$ cat config.mk
export PLATFORM = sky130hd
export DESIGN_NAME = s2p_deser
export DESIGN_NICKNAME = d
export VERILOG_FILES = /design/src/rtl/s2p_deser.sv
export SDC_FILE = /design/constraint.sdc
export NUM_CORES = 1
export LEC_CHECK = 0
export ABC_CLOCK_PERIOD_IN_PS = 2000
export CAP_MARGIN = 20
export CELL_PAD_IN_SITES_DETAIL_PLACEMENT = 0
export CELL_PAD_IN_SITES_GLOBAL_PLACEMENT = 2
export CORE_MARGIN = 4
export CORE_UTILIZATION = 34
export CTS_CLUSTER_SIZE = 16
export DETAILED_ROUTE_END_ITERATION = 12
export GPL_TIMING_DRIVEN = 0
export PLACE_DENSITY = 0.74
export SLEW_MARGIN = 20
export SYNTH_ARGS = -nofsm -noshare
export SYNTH_HDL_FRONTEND = slang
export SYNTH_SLANG_ARGS = --single-unit
$ cat constraint.sdc
create_clock -name clk -period 2 [get_ports clk]
set_clock_uncertainty 0.05 [all_clocks]
set_input_delay 0.3 -clock clk [delete_from_list [all_inputs] [get_ports clk]]
set_output_delay 0.3 -clock clk [all_outputs]
set_load 0.02 [all_outputs]
$ cat src/rtl/s2p_deser.sv
// s2p_deser: parametrised serial-to-parallel deserializer with a one-entry
// valid/ready output buffer, selectable bit order and sticky overrun flag.
// Optional feature macro: S2P_PARITY_EN (adds PARITY state and parity_err).
module s2p_deser #(
  parameter int unsigned WIDTH     = 8,
  parameter bit          MSB_FIRST = 1'b0
) (
  input  logic             clk,
  input  logic             rst,
  input  logic             serial_start,
  input  logic             d,
  input  logic             d_valid,
  output logic             busy,
  output logic             end_conversion,
  output logic             out_valid,
  input  logic             out_ready,
  output logic [WIDTH-1:0] a,
  output logic             overrun
`ifdef S2P_PARITY_EN
  ,
  output logic             parity_err
`endif
);

  localparam int unsigned     CW        = $clog2(WIDTH) + 1;
  localparam int unsigned     START_IDX = MSB_FIRST ? WIDTH - 1 : 0;
  localparam logic [CW-1:0]   LAST      = CW'(WIDTH - 1);

`ifdef S2P_PARITY_EN
  typedef enum logic [1:0] {IDLE, SHIFT, PARITY} state_t;
`else
  typedef enum logic {IDLE, SHIFT} state_t;
`endif

  state_t           state, state_next;
  logic [CW-1:0]    cnt, cnt_next, idx;
  logic [WIDTH-1:0] shreg, shreg_next, word;
  logic             done;
  logic             load;
`ifdef S2P_PARITY_EN
  logic             perr_next;
`endif

  // Bit position for the current capture depends on the configured order.
  assign idx  = MSB_FIRST ? (LAST - cnt) : cnt;
  // A finished frame is taken when the buffer is free or drains on this edge.
  assign load = done && (!out_valid || out_ready);

  // State register.
  always_ff @(posedge clk or posedge rst) begin
    if (rst) state <= IDLE;
    else     state <= state_next;
  end

  // Next-state, capture and frame-completion logic; serial_start wins over d_valid.
  always_comb begin
    state_next = state;
    cnt_next   = cnt;
    shreg_next = shreg;
    done       = 1'b0;
    word       = shreg;
`ifdef S2P_PARITY_EN
    perr_next  = 1'b0;
`endif
    if (serial_start) begin
      shreg_next            = '0;
      shreg_next[START_IDX] = d;
      cnt_next              = CW'(1);
      state_next            = SHIFT;
    end else begin
      case (state)
        SHIFT: begin
          if (d_valid) begin
            for (int unsigned i = 0; i < WIDTH; i++) begin
              if (CW'(i) == idx) shreg_next[i] = d;
            end
            cnt_next = cnt + CW'(1);
            if (cnt == LAST) begin
`ifdef S2P_PARITY_EN
              state_next = PARITY;
`else
              done       = 1'b1;
              word       = shreg_next;
              state_next = IDLE;
              cnt_next   = '0;
`endif
            end
          end
        end
`ifdef S2P_PARITY_EN
        PARITY: begin
          if (d_valid) begin
            done       = 1'b1;
            word       = shreg;
            perr_next  = (^shreg) ^ d;
            state_next = IDLE;
            cnt_next   = '0;
          end
        end
`endif
        default: ;
      endcase
    end
  end

  // Shift register, bit counter and busy flag.
  always_ff @(posedge clk or posedge rst) begin
    if (rst) begin
      shreg <= '0;
      cnt   <= '0;
      busy  <= 1'b0;
    end else begin
      shreg <= shreg_next;
      cnt   <= cnt_next;
      busy  <= (state_next != IDLE);
    end
  end

  // Output buffer: load on completion, drain on handshake, flag dropped frames.
  always_ff @(posedge clk or posedge rst) begin
    if (rst) begin
      a              <= '0;
      out_valid      <= 1'b0;
      end_conversion <= 1'b0;
      overrun        <= 1'b0;
`ifdef S2P_PARITY_EN
      parity_err     <= 1'b0;
`endif
    end else begin
      end_conversion <= load;
      if (load) begin
        a         <= word;
        out_valid <= 1'b1;
`ifdef S2P_PARITY_EN
        parity_err <= perr_next;
`endif
      end else if (out_valid && out_ready) begin
        out_valid <= 1'b0;
      end
      if (done && !load) overrun <= 1'b1;
    end
  end

endmodule

==> results of run 1 <==
==> cells by family after synthesis <==
group	count (synthesis)	share of synthesized area
AND/OR/NAND/NOR	31	0.174
flip-flops	23	0.488
AO/OA/AOI/OAI	19	0.0977
multiplexers	16	0.151
buffers and inverters	12	0.0393
adder cells (fa/ha/maj)	4	0.0425
XOR/XNOR	1	0.00743
==> layer usage <==
metal,global-route usage,vias up
met5,0,-
met4,0.0304,0
met3,0.0438,4
met2,0.210,16
met1,0.156,427
li1,-,425
==> per-stage QoR <==
step                hold WS [ps]  cell area (sq um)  setup slack [ps]  std cells  setup TNS [ps]
CTS                          441               1450              40.0        175               0
global placement             395               1410              -270        169           -1940
floorplan                    252               1180               249        106               0
detailed placement           411               1410              -277        169           -1980
global route                 452               1450              38.6        175               0
finish                       407               1450               139        175               0
==> cell type report <==
type                       count  area [sq um]
fill                         335          1880
sequential                    23           576
multi-input combinational     71           562
timing repair buffer          19           185
tap                           46          57.6
inverter                       7          26.3
clock buffer                   3          22.5
buffer                         5          20.0
clock inverter                 1          5.00
==> what timing repair did <==
action                     CTS  global route
resized for setup            0             1
setup endpoints to repair    7             1
buffers inserted             2             0
pin swaps                    1             0
==> power groups by stage <==
stage          Clock [mW]  Sequential (mW)  Combinational [mW]
6_report            0.219            0.496               0.139
2_1_floorplan           0            0.512              0.0796
4_1_cts             0.232            0.497               0.140
3_5_place_dp            0            0.506               0.139
5_1_grt             0.245            0.500               0.155
3_3_place_gp            0            0.505               0.138
==> placed cells by master, fill, tap and decap left out, drive strengths merged, types with 4 or more instances in the layout <==
master / n
dfrtp: 23
clkdlybuf4s50: 17
mux2: 14
a21oi: 8
inv: 7
clkbuf: 7
nand3b: 4
o21ai: 4
nand4: 4
ha: 4
nor3b: 4
nand2: 4
==> synth_stat cells <==
cell,instances,area (sq um)
sky130_fd_sc_hd__a211oi_1,1,7.51
sky130_fd_sc_hd__a21bo_2,1,10.0
sky130_fd_sc_hd__a21o_1,2,15.0
sky130_fd_sc_hd__a21oi_1,8,40.0
sky130_fd_sc_hd__a31oi_1,1,6.26
sky130_fd_sc_hd__and2_1,1,6.26
sky130_fd_sc_hd__and3b_1,1,8.76
sky130_fd_sc_hd__buf_2,1,5.00
sky130_fd_sc_hd__clkbuf_1,4,15.0
sky130_fd_sc_hd__dfrtp_1,23,576
sky130_fd_sc_hd__ha_1,4,50.1
sky130_fd_sc_hd__inv_1,7,26.3
sky130_fd_sc_hd__mux2_2,14,158
sky130_fd_sc_hd__mux2i_1,2,20.0
sky130_fd_sc_hd__nand2_1,3,11.3
sky130_fd_sc_hd__nand2_2,1,6.26
sky130_fd_sc_hd__nand3_1,3,15.0
sky130_fd_sc_hd__nand3b_1,4,30.0
sky130_fd_sc_hd__nand4_1,4,25.0
sky130_fd_sc_hd__nand4b_1,1,8.76
sky130_fd_sc_hd__nor2_1,3,11.3
sky130_fd_sc_hd__nor2b_1,2,12.5
sky130_fd_sc_hd__nor3_1,1,5.00
sky130_fd_sc_hd__nor3b_1,4,30.0
sky130_fd_sc_hd__nor4_4,1,21.3
sky130_fd_sc_hd__o21ai_0,4,20.0
sky130_fd_sc_hd__o31ai_1,1,7.51
sky130_fd_sc_hd__o41ai_1,1,8.76
sky130_fd_sc_hd__or2_2,1,6.26
sky130_fd_sc_hd__or4_1,1,7.51
sky130_fd_sc_hd__xor2_1,1,8.76
==> registers in the layout, summed over array words and instances, names as in the netlist <==
| name | flops |
|---|---|
| a | 8 |
| busy | 1 |
| cnt | 4 |
| end_conversion | 1 |
| out_valid | 1 |
| overrun | 1 |
| shreg | 7 |
==> worst max path at each step <==
stage | startpoint | to | slack [ps]
5_1_grt | cnt[0]$_DFFE_PP0P_ | a[0]$_DFFE_PP0P_ | 40
2_1_floorplan | cnt[0]$_DFFE_PP0P_ | a[0]$_DFFE_PP0P_ | 250
3_5_place_dp | d_valid | a[3]$_DFFE_PP0P_ | -280
6_report | cnt[0]$_DFFE_PP0P_ | a[4]$_DFFE_PP0P_ | 140
4_1_cts | cnt[0]$_DFFE_PP0P_ | a[3]$_DFFE_PP0P_ | 40
3_3_place_gp | d_valid | a[6]$_DFFE_PP0P_ | -270
==> flow_results.xml, run 1 <==
<?xml version="1.0" encoding="UTF-8"?>
<metrics>
  <group name="worst_setup_path">
    <metric name="worst_r2r_path_depth" unit="">5</metric>
    <metric name="cpMaxStageDelayCell" unit="">sky130_fd_sc_hd__dfrtp_1</metric>
    <metric name="crit_family" unit="">flip-flops</metric>
    <metric name="r2r-end" unit="">a[4]$_DFFE_PP0P_</metric>
    <metric name="data_required_critical_path" unit="ps">2160</metric>
    <metric name="slowest_delay" unit="ps">470</metric>
    <metric name="timing.rr.start" unit="">cnt[0]$_DFFE_PP0P_</metric>
    <metric name="path_cells" unit="">ha_1 -&gt; nand3b_1 -&gt; nor4_4 -&gt; buf_4 -&gt; mux2_2</metric>
    <metric name="critPathKind" unit="">reg2reg</metric>
    <metric name="timing.critical_path.depth" unit="">5</metric>
    <metric name="worst-path-max-fanout" unit="">9</metric>
    <metric name="end_kind" unit="">flop</metric>
    <metric name="arrival" unit="ps">2030</metric>
    <metric name="worst_setup_path_start_kind" unit="">flop</metric>
    <metric name="reg2reg_slack" unit="ps">140</metric>
    <metric name="worst-path-buf-inv" unit="">1</metric>
  </group>
  <group name="die">
    <metric name="core_area" unit="sq um">3340</metric>
    <metric name="die_height" unit="microns">66.9</metric>
    <metric name="std_cell_rows" unit="">21</metric>
    <metric name="design.portCount" unit="">18</metric>
    <metric name="fp.dieW" unit="microns">66.9</metric>
    <metric name="floorplan.initialDensity" unit="">0.353</metric>
    <metric name="dieArea" unit="sq um">4470</metric>
  </group>
  <group name="routing">
    <metric name="drt_pre_antenna_iters" unit="">4</metric>
    <metric name="wl_met3" unit="microns">121</metric>
    <metric name="route.top_layer_used" unit="">met4</metric>
    <metric name="m1WireLength" unit="microns">1180</metric>
    <metric name="drt_iter0_markers" unit="">26</metric>
    <metric name="dr_total_vias" unit="">872</metric>
    <metric name="wl_met2" unit="microns">1180</metric>
    <metric name="wire_per_inst" unit="microns">14.4</metric>
    <metric name="via_cell_ratio" unit="">4.98</metric>
    <metric name="remaining_drc_errors" unit="">0</metric>
    <metric name="antenna_left" unit="">0</metric>
    <metric name="final_routed_wirelength" unit="microns">2510</metric>
  </group>
  <group name="global_routing">
    <metric name="grt_pass1_wl" unit="microns">4220</metric>
    <metric name="grtUsageTotal" unit="">0.126</metric>
    <metric name="grt_antenna_before_repair" unit="">0</metric>
    <metric name="via_count_of_the_first_global_routing_pass" unit="">903</metric>
    <metric name="grt_start_max_net_pins" unit="">24</metric>
    <metric name="grt.overflow.total" unit="">0</metric>
  </group>
  <group name="placement">
    <metric name="place.port_buffers" unit="">17</metric>
    <metric name="gp_routability_congestion" unit="">0.781</metric>
    <metric name="post-dp-hpwl" unit="microns">1810</metric>
  </group>
  <group name="synth">
    <metric name="yosysSeqAreaShare" unit="">0.488</metric>
    <metric name="ys_warn_count" unit="">0</metric>
    <metric name="netlist_instances" unit="">106</metric>
    <metric name="synth_cell_type_count" unit="">31</metric>
    <metric name="postSynthRegisterBits" unit="">23</metric>
    <metric name="synth.net_count" unit="">116</metric>
    <metric name="syn_area_per_cell" unit="sq um">11.1</metric>
    <metric name="synthesis.area" unit="sq um">1180</metric>
  </group>
  <group name="cts">
    <metric name="cts.clk_slew.worst_paths" unit="ps">130</metric>
    <metric name="clock_tree.root_cell" unit="">sky130_fd_sc_hd__clkbuf_4</metric>
    <metric name="cts_hold_buf" unit="">0</metric>
    <metric name="clock_tree.htree_level_count" unit="">1</metric>
    <metric name="numCtsBuffers" unit="">3</metric>
    <metric name="clock-sinks" unit="">23</metric>
    <metric name="cts_tree" unit="">built</metric>
    <metric name="max-clock-path-buffers" unit="">2</metric>
    <metric name="clock_latency" unit="ps">320</metric>
  </group>
  <group name="final_layout">
    <metric name="final_nets" unit="">140</metric>
    <metric name="share_of_layout_cells_above_drive_strength_1" unit="">0.202</metric>
    <metric name="final_core_utilization" unit="">0.436</metric>
    <metric name="areaGrowthSynthToFinish" unit="%">23.4</metric>
    <metric name="antennaDiodeCount" unit="">0</metric>
  </group>
  <group name="power_and_ir_drop">
    <metric name="power_share_of_the_clock_group" unit="">0.257</metric>
    <metric name="power.switching_fraction" unit="">0.276</metric>
    <metric name="pwr-share-seq" unit="">0.581</metric>
    <metric name="p_int" unit="mW">0.619</metric>
    <metric name="leakagePower" unit="nW">0.643</metric>
    <metric name="ir_drop" unit="mV">0.498</metric>
    <metric name="power.combinational.fraction" unit="">0.162</metric>
    <metric name="pwr_density_cell" unit="nW/um^2">588</metric>
    <metric name="fin_total_pwr" unit="mW">0.855</metric>
    <metric name="p_sw" unit="mW">0.236</metric>
  </group>
  <group name="timing">
    <metric name="worst-slew-pin-transition" unit="ps">886</metric>
    <metric name="period_share" unit="">0.931</metric>
    <metric name="fmax" unit="GHz">0.537</metric>
    <metric name="hold_viol" unit="">0</metric>
    <metric name="timing.final.max_slew_violations" unit="">0</metric>
    <metric name="grt_setup_unrepaired" unit="">no</metric>
    <metric name="setup_viol" unit="">0</metric>
    <metric name="fin_crit_period" unit="ps">1860</metric>
    <metric name="slew-limit-headroom" unit="">0.409</metric>
  </group>
  <group name="worst_hold_path">
    <metric name="worstHoldPathType" unit="">in2async</metric>
  </group>
  <group name="run_status">
    <metric name="run_status" unit="">finished, final reports clean</metric>
  </group>
  <group name="flow_run">
    <metric name="timing.max_cap.violations" unit="">0</metric>
  </group>
</metrics>
(Power assumes the default switching activity.)
==> inputs of run 2 (changes only) <==
- PLACE_DENSITY: 0.74 -> not set
- PLACE_DENSITY_LB_ADDON: not set -> 0.08
==> run 2 against run 1 <==
  * Sequential cell count stayed put
  * Cell count fell by 0.57%
  * Critical path type unchanged
  * Largest cell class unchanged
  * Global-route usage rose by 0.89 points
  * Count of clock-buffer cells in the layout did not move
  * Non-clock buffer count fell by 1
  * Worst setup slack better by 3.6 ps
  * Clock power is 3% higher
  * Register-to-register slack hardly changed
  * First-iteration DRC count grew 19%
  * Cell area up 0.34%
  * Via count rose by 1.5%
  * Critical path depth did not move
  * Critical endpoint is now a[6]$_DFFE_PP0P_
==> flow_results.xml, run 2 (synthesized netlist as in run 1, its figures left out) <==
<?xml version="1.0" encoding="UTF-8"?>
<metrics>
  <group name="run_status">
    <metric name="run_status" unit="">finished, final reports clean</metric>
  </group>
  <group name="placement">
    <metric name="preCtsSetupSlack" unit="ps">-277</metric>
    <metric name="place.port_buffers" unit="">17</metric>
    <metric name="dp_cells" unit="">169</metric>
    <metric name="post-dp-hpwl" unit="microns">1790</metric>
    <metric name="gp_routability_congestion" unit="">0.768</metric>
    <metric name="dpl-instance-area" unit="sq um">1410</metric>
  </group>
  <group name="power_and_ir_drop">
    <metric name="leakagePower" unit="nW">0.640</metric>
    <metric name="ir_drop" unit="mV">0.203</metric>
    <metric name="pwr_density_cell" unit="nW/um^2">591</metric>
  </group>
  <group name="routing">
    <metric name="antenna_left" unit="">0</metric>
    <metric name="dr_total_vias" unit="">885</metric>
    <metric name="drt_pre_antenna_iters" unit="">4</metric>
    <metric name="wire_per_inst" unit="microns">15.0</metric>
    <metric name="final_routed_wirelength" unit="microns">2610</metric>
    <metric name="drt_iter0_markers" unit="">31</metric>
    <metric name="via_cell_ratio" unit="">5.09</metric>
    <metric name="remaining_drc_errors" unit="">0</metric>
  </group>
  <group name="timing">
    <metric name="timing.final.max_slew_violations" unit="">0</metric>
    <metric name="slew-limit-headroom" unit="">0.408</metric>
    <metric name="finalWorstSetupSlack" unit="ps">142</metric>
    <metric name="setup_viol" unit="">0</metric>
    <metric name="fin_hold_ws" unit="ps">407</metric>
    <metric name="fmax" unit="GHz">0.538</metric>
    <metric name="worst-slew-pin-transition" unit="ps">888</metric>
    <metric name="period_share" unit="">0.929</metric>
    <metric name="grt_setup_unrepaired" unit="">no</metric>
    <metric name="hold_viol" unit="">0</metric>
    <metric name="fin_crit_period" unit="ps">1860</metric>
  </group>
  <group name="final_layout">
    <metric name="antennaDiodeCount" unit="">0</metric>
    <metric name="instances_no_fill" unit="">174</metric>
    <metric name="final_common_cell" unit="">sky130_fd_sc_hd__dfrtp_1</metric>
    <metric name="share_of_layout_cells_above_drive_strength_1" unit="">0.195</metric>
    <metric name="largest_register_ffs" unit="">8</metric>
    <metric name="final_nets" unit="">139</metric>
    <metric name="areaGrowthSynthToFinish" unit="%">23.8</metric>
    <metric name="final_cell_area" unit="sq um">1460</metric>
    <metric name="max_flop_register" unit="">a</metric>
    <metric name="reg.largest.list" unit="">a (8), shreg (7), cnt (4)</metric>
    <metric name="mostFrequentLayoutCells" unit="">sky130_fd_sc_hd__dfrtp_1, sky130_fd_sc_hd__clkdlybuf4s50_1, sky130_fd_sc_hd__mux2_2</metric>
  </group>
  <group name="die">
    <metric name="std_cell_rows" unit="">21</metric>
    <metric name="design.portCount" unit="">18</metric>
    <metric name="core_area" unit="sq um">3340</metric>
    <metric name="die_height" unit="microns">66.9</metric>
    <metric name="dieArea" unit="sq um">4470</metric>
    <metric name="fp.dieW" unit="microns">66.9</metric>
    <metric name="floorplan.initialDensity" unit="">0.353</metric>
  </group>
  <group name="worst_setup_path">
    <metric name="end_kind" unit="">flop</metric>
    <metric name="critPathKind" unit="">reg2reg</metric>
    <metric name="crit_family" unit="">simple AND/OR/NAND/NOR gates</metric>
    <metric name="worst_setup_path_start_kind" unit="">flop</metric>
    <metric name="data_required_critical_path" unit="ps">2170</metric>
    <metric name="worst-path-max-fanout" unit="">9</metric>
    <metric name="arrival" unit="ps">2030</metric>
    <metric name="slowest_delay" unit="ps">460</metric>
    <metric name="path_cells" unit="">ha_1 -&gt; nand3b_1 -&gt; nor4_4 -&gt; buf_12 -&gt; mux2_2</metric>
    <metric name="worst-path-buf-inv" unit="">1</metric>
    <metric name="cpMaxStageDelayCell" unit="">sky130_fd_sc_hd__dfrtp_1</metric>
  </group>
  <group name="global_routing">
    <metric name="grt_antenna_before_repair" unit="">0</metric>
    <metric name="grt_pass1_wl" unit="microns">4510</metric>
    <metric name="grt.overflow.total" unit="">0</metric>
    <metric name="via_count_of_the_first_global_routing_pass" unit="">910</metric>
    <metric name="grt_start_max_net_pins" unit="">24</metric>
    <metric name="grtUsageTotal" unit="">0.135</metric>
  </group>
  <group name="cts">
    <metric name="clock_latency" unit="ps">320</metric>
    <metric name="cts_tree" unit="">built</metric>
    <metric name="numCtsBuffers" unit="">3</metric>
    <metric name="max-clock-path-buffers" unit="">2</metric>
    <metric name="clock_tree.htree_level_count" unit="">1</metric>
    <metric name="cts.clk_slew.worst_paths" unit="ps">140</metric>
    <metric name="clock_tree.root_cell" unit="">sky130_fd_sc_hd__clkbuf_4</metric>
    <metric name="cts_hold_buf" unit="">0</metric>
    <metric name="clock-sinks" unit="">23</metric>
  </group>
  <group name="worst_hold_path">
    <metric name="worstHoldPathType" unit="">in2async</metric>
  </group>
  <group name="flow_run">
    <metric name="timing.max_cap.violations" unit="">0</metric>
  </group>
</metrics>
## run 2: changes by cell type in the layout (fill, tap and decap cells not counted), sizes merged
cell / previous run / this run
buf: 3 / 2
## run 2: path summary, 6_finish.rpt
check                                    startpoint                  end  slack, ps  cells after the start
worst max-delay path             cnt[0]$_DFFE_PP0P_     a[6]$_DFFE_PP0P_        140                      5
worst min-delay path                            rst       busy$_DFF_PP0_        410                      2
worst max register to register   cnt[0]$_DFFE_PP0P_     a[6]$_DFFE_PP0P_        140                      5
worst min register to register  overrun$_DFFE_PP0P_  overrun$_DFFE_PP0P_        420                      1
max in group asynchronous                       rst     a[0]$_DFFE_PP0P_        950                      2
min in group clk                overrun$_DFFE_PP0P_  overrun$_DFFE_PP0P_        420                      1
## run 2: worst reg2reg max path: cells and delay by family, from the launching register on
kind / cells / cell delay, ps
adder cells (fa/ha/maj): 1 / 260
AND/OR/NAND/NOR: 2 / 490
buffers and inverters: 1 / 170
multiplexers: 1 / 330
flip-flops: 1 / 460
## run 2: final cells by class
cell class | count | area (sq um)
multi-input cells | 71 | 562
clock inverters | 1 | 5.00
plain buffers | 5 | 20.0
fillers | 353 | 1880
inverters | 7 | 26.3
repair buffers | 18 | 190
well taps | 46 | 57.6
flip-flops and latches | 23 | 576
clock buffers | 3 | 22.5
## run 2: timing repair
action / 4_1_cts / 5_1_grt
resized for setup: 0 / 1
endpoints found under the setup margin: 7 / 1
setup buffers: 1 / 0
pin swaps: 1 / 0
## run 2: stage by stage
stage / util / power [mW] / TNS, ps
after floorplan: - / 0.591 / 0
after detailed placement: 0.421 / 0.645 / -1980
final: 0.437 / 0.862 / 0
after global placement: 0.421 / 0.644 / -2100
after CTS: 0.436 / 0.875 / 0
after global routing: 0.437 / 0.910 / 0
## run 2: routing by layer
| layer | GRT usage | wire length [microns] |
|---|---|---|
| met1 | 0.191 | 1310 |
| met2 | 0.204 | 1220 |
| met3 | 0.0270 | 73 |
| met4 | 0.0456 | 8 |
| met5 | 0 | 0 |
## run 2: report_power, final
group	leakage [nW]	total [mW]	internal (mW)	switching (mW)
clock	0.0177	0.226	0.0749	0.151
combinational	0.319	0.139	0.0612	0.0782
sequential	0.303	0.496	0.483	0.0139
total	0.640	0.862	0.619	0.243
==> RTL edit: new RTL, flow settings as in run 1 <==
Build with the macro `S2P_PARITY_EN` defined.
--- a/src/rtl/s2p_deser.sv
+++ b/src/rtl/s2p_deser.sv
@@ -2,4 +2,6 @@
 // valid/ready output buffer, selectable bit order and sticky overrun flag.
 // Optional feature macro: S2P_PARITY_EN (adds PARITY state and parity_err).
+`define S2P_PARITY_EN
+
 module s2p_deser #(
   parameter int unsigned WIDTH     = 8,
Check against the original RTL (old outputs only; new: parity_err): not equivalent (Yosys sat finds a counterexample within 10 cycles, from zero or initial values and one cycle with rst high).
==> RTL edit against run 1 <==
- final area grew 12%
- total power grew 30%
- utilization shrank 0.19 points
- global-route usage shrank 1.5 points
- highest routed layer unchanged
- synthesized area grew 15%
- sequential cell count grew 4
- combinational power grew 54%
- largest cell class unchanged
- wire length grew 3.0%
- worst setup slack gained 0.052 ns
- critical path depth grew 1
==> RTL edit: results (changes against run 1) <==
metric	value	unit	change
antenna_found_initial	0		unchanged
synth.area.top_cells	dfrtp_1 50%, mux2_2 7.5%, a21oi_1 5.6%		
dpl_cell_area	1580	um2	+12%
static-leakage-power	0.7246	nW	+13%
track_usage	0.1115		-0.01475
yosys.area.top_type_share	0.5005		+0.01214
r2r_setup_slack	0.19	ns	+0.05 ns
r2r_start	state[1]$_DFF_PP0_		
fin_cells	196		+12%
cpPeakStageDelay	0.40	ns	-0.07 ns
postCtsSetupBuffers	0		-2
r2r_end	shreg[0]$_DFFE_PP0P_		
synth_seq_area_share	0.5005		+0.01214
clk_latency	0.27	ns	-0.05 ns
post_synth_fa_ha_maj_area_fraction	0.05561		+0.01314
gp_congestion	0.7229		-7.5%
drc	0		unchanged
clk_pin_slew	0.09	ns	-0.04 ns
wl	2589	um	+3.0%
cp_max_fo	10		+1
synth_compound_area_frac	0.09731		-0.0003522
worstHoldPathType	primary input to register		
cts_made_buffers	3		unchanged
synth-xor-area-share	0.05561		+0.04818
worst_slew_pin_slew	0.5604	ns	-0.3257 ns
yosys-top-cells-count	27 x dfrtp_1, 18 x nand2_1, 15 x a21oi_1		
pre_cts_slack	-0.07244	ns	+0.2045 ns
top_regs	a x8, shreg x8, cnt x4		
vdd_ir_drop_max	0.0003618	V	-27%
final_nets	161		+15%
synth_mux_area_frac	0.08619		-0.06455
vias_per_cell	4.964		-0.37%
synth.net_count	140		+21%
dp.cells	193		+14%
syn_inst	128		+21%
status	complete, no violations		
drtIter0Drc	18		-31%
post_route_cells_drive_above_1_share	0.1351		-0.06642
critPathArrivalTime	1.92	ns	-0.11 ns
power_switching	0.0003067	W	+30%
post-dp-hpwl	1896	um	+4.5%
grt_max_degree	28		+17%
grt_pass1_vias	939		+4.0%
period_needed	1.809	ns	-0.05189 ns
grt_pass1_wl	4519	um	+7.0%
crit_path_start	state[1]$_DFF_PP0_		
clockRootBuffer	clkbuf_8		
synth.distinct_cells	28		-9.7%
RTL edit: final cells by class:
| cell class | count | area share |
|---|---|---|
| clock buffer | 4 | 0.02773 |
| timing repair buffer | 17 | 0.1048 |
| buffer | 5 | 0.01849 |
| sequential | 27 | 0.4160 |
| inverter | 6 | 0.01387 |
| multi-input combinational | 89 | 0.3821 |
| tap | 48 | 0.03698 |
RTL edit: worst register-to-register path, delay by kind of cell, from the launching register on:
family	cells	cell delay, ns
buffers and inverters	2	0.24
AO/OA/AOI/OAI	1	0.18
flip-flops	1	0.40
AND/OR/NAND/NOR	1	0.31
multiplexers	1	0.35
adder cells (fa/ha/maj)	1	0.18
RTL edit: how the worst min path moves through the flow:
| stage | slack, ns | start | endpoint | depth (start not counted) |
|---|---|---|---|---|
| CTS | 0.24 | d | shreg[4]$_DFFE_PP0P_ | 3 |
| finish | 0.24 | d | shreg[4]$_DFFE_PP0P_ | 3 |
| global placement | 0.41 | overrun$_DFFE_PP0P_ | overrun$_DFFE_PP0P_ | 1 |
| floorplan | 0.30 | rst | a[0]$_DFFE_PP0P_ | 1 |
| global route | 0.24 | d | shreg[2]$_DFFE_PP0P_ | 3 |
| detailed placement | 0.43 | overrun$_DFFE_PP0P_ | overrun$_DFFE_PP0P_ | 1 |
RTL edit: power groups by stage:
stage | Clock (W) | Combinational (W) | Sequential (W)
4_1_cts | 0.000319 | 0.000217 | 0.000597
2_1_floorplan | 0 | 0.000151 | 0.000608
3_3_place_gp | 0 | 0.000212 | 0.000607
5_1_grt | 0.000342 | 0.000242 | 0.000602
6_report | 0.000301 | 0.000214 | 0.000598
3_5_place_dp | 0 | 0.000215 | 0.000608
RTL edit: cell families (layout without fill, tap and decap cells):
group | Yosys count | after routing
xor gates and xnor gates | 7 | 7
AOI/OAI and AO/OA | 24 | 24
DFF | 27 | 27
adders and majority gates | 6 | 6
buffers and inverters | 12 | 32
and+or+nand+nor | 42 | 42
muxes | 10 | 10
RTL edit: layer usage:
layer	global-route usage	vias up	routed length, um
met5	0	-	0
met4	0.03132	0	19
met3	0.03125	2	140
met2	0.1730	24	1178
met1	0.1526	472	1252
li1	-	475	-
RTL edit: stage by stage:
step	TNS, ns	util	total power [W]
after floorplan	0	-	0.0007591
after global placement	-0.3551	0.4221	0.0008187
after detailed placement	-0.5737	0.4221	0.0008231
after CTS	0	0.4342	0.001133
after global routing	0	0.4338	0.001186
final	0	0.4338	0.001113
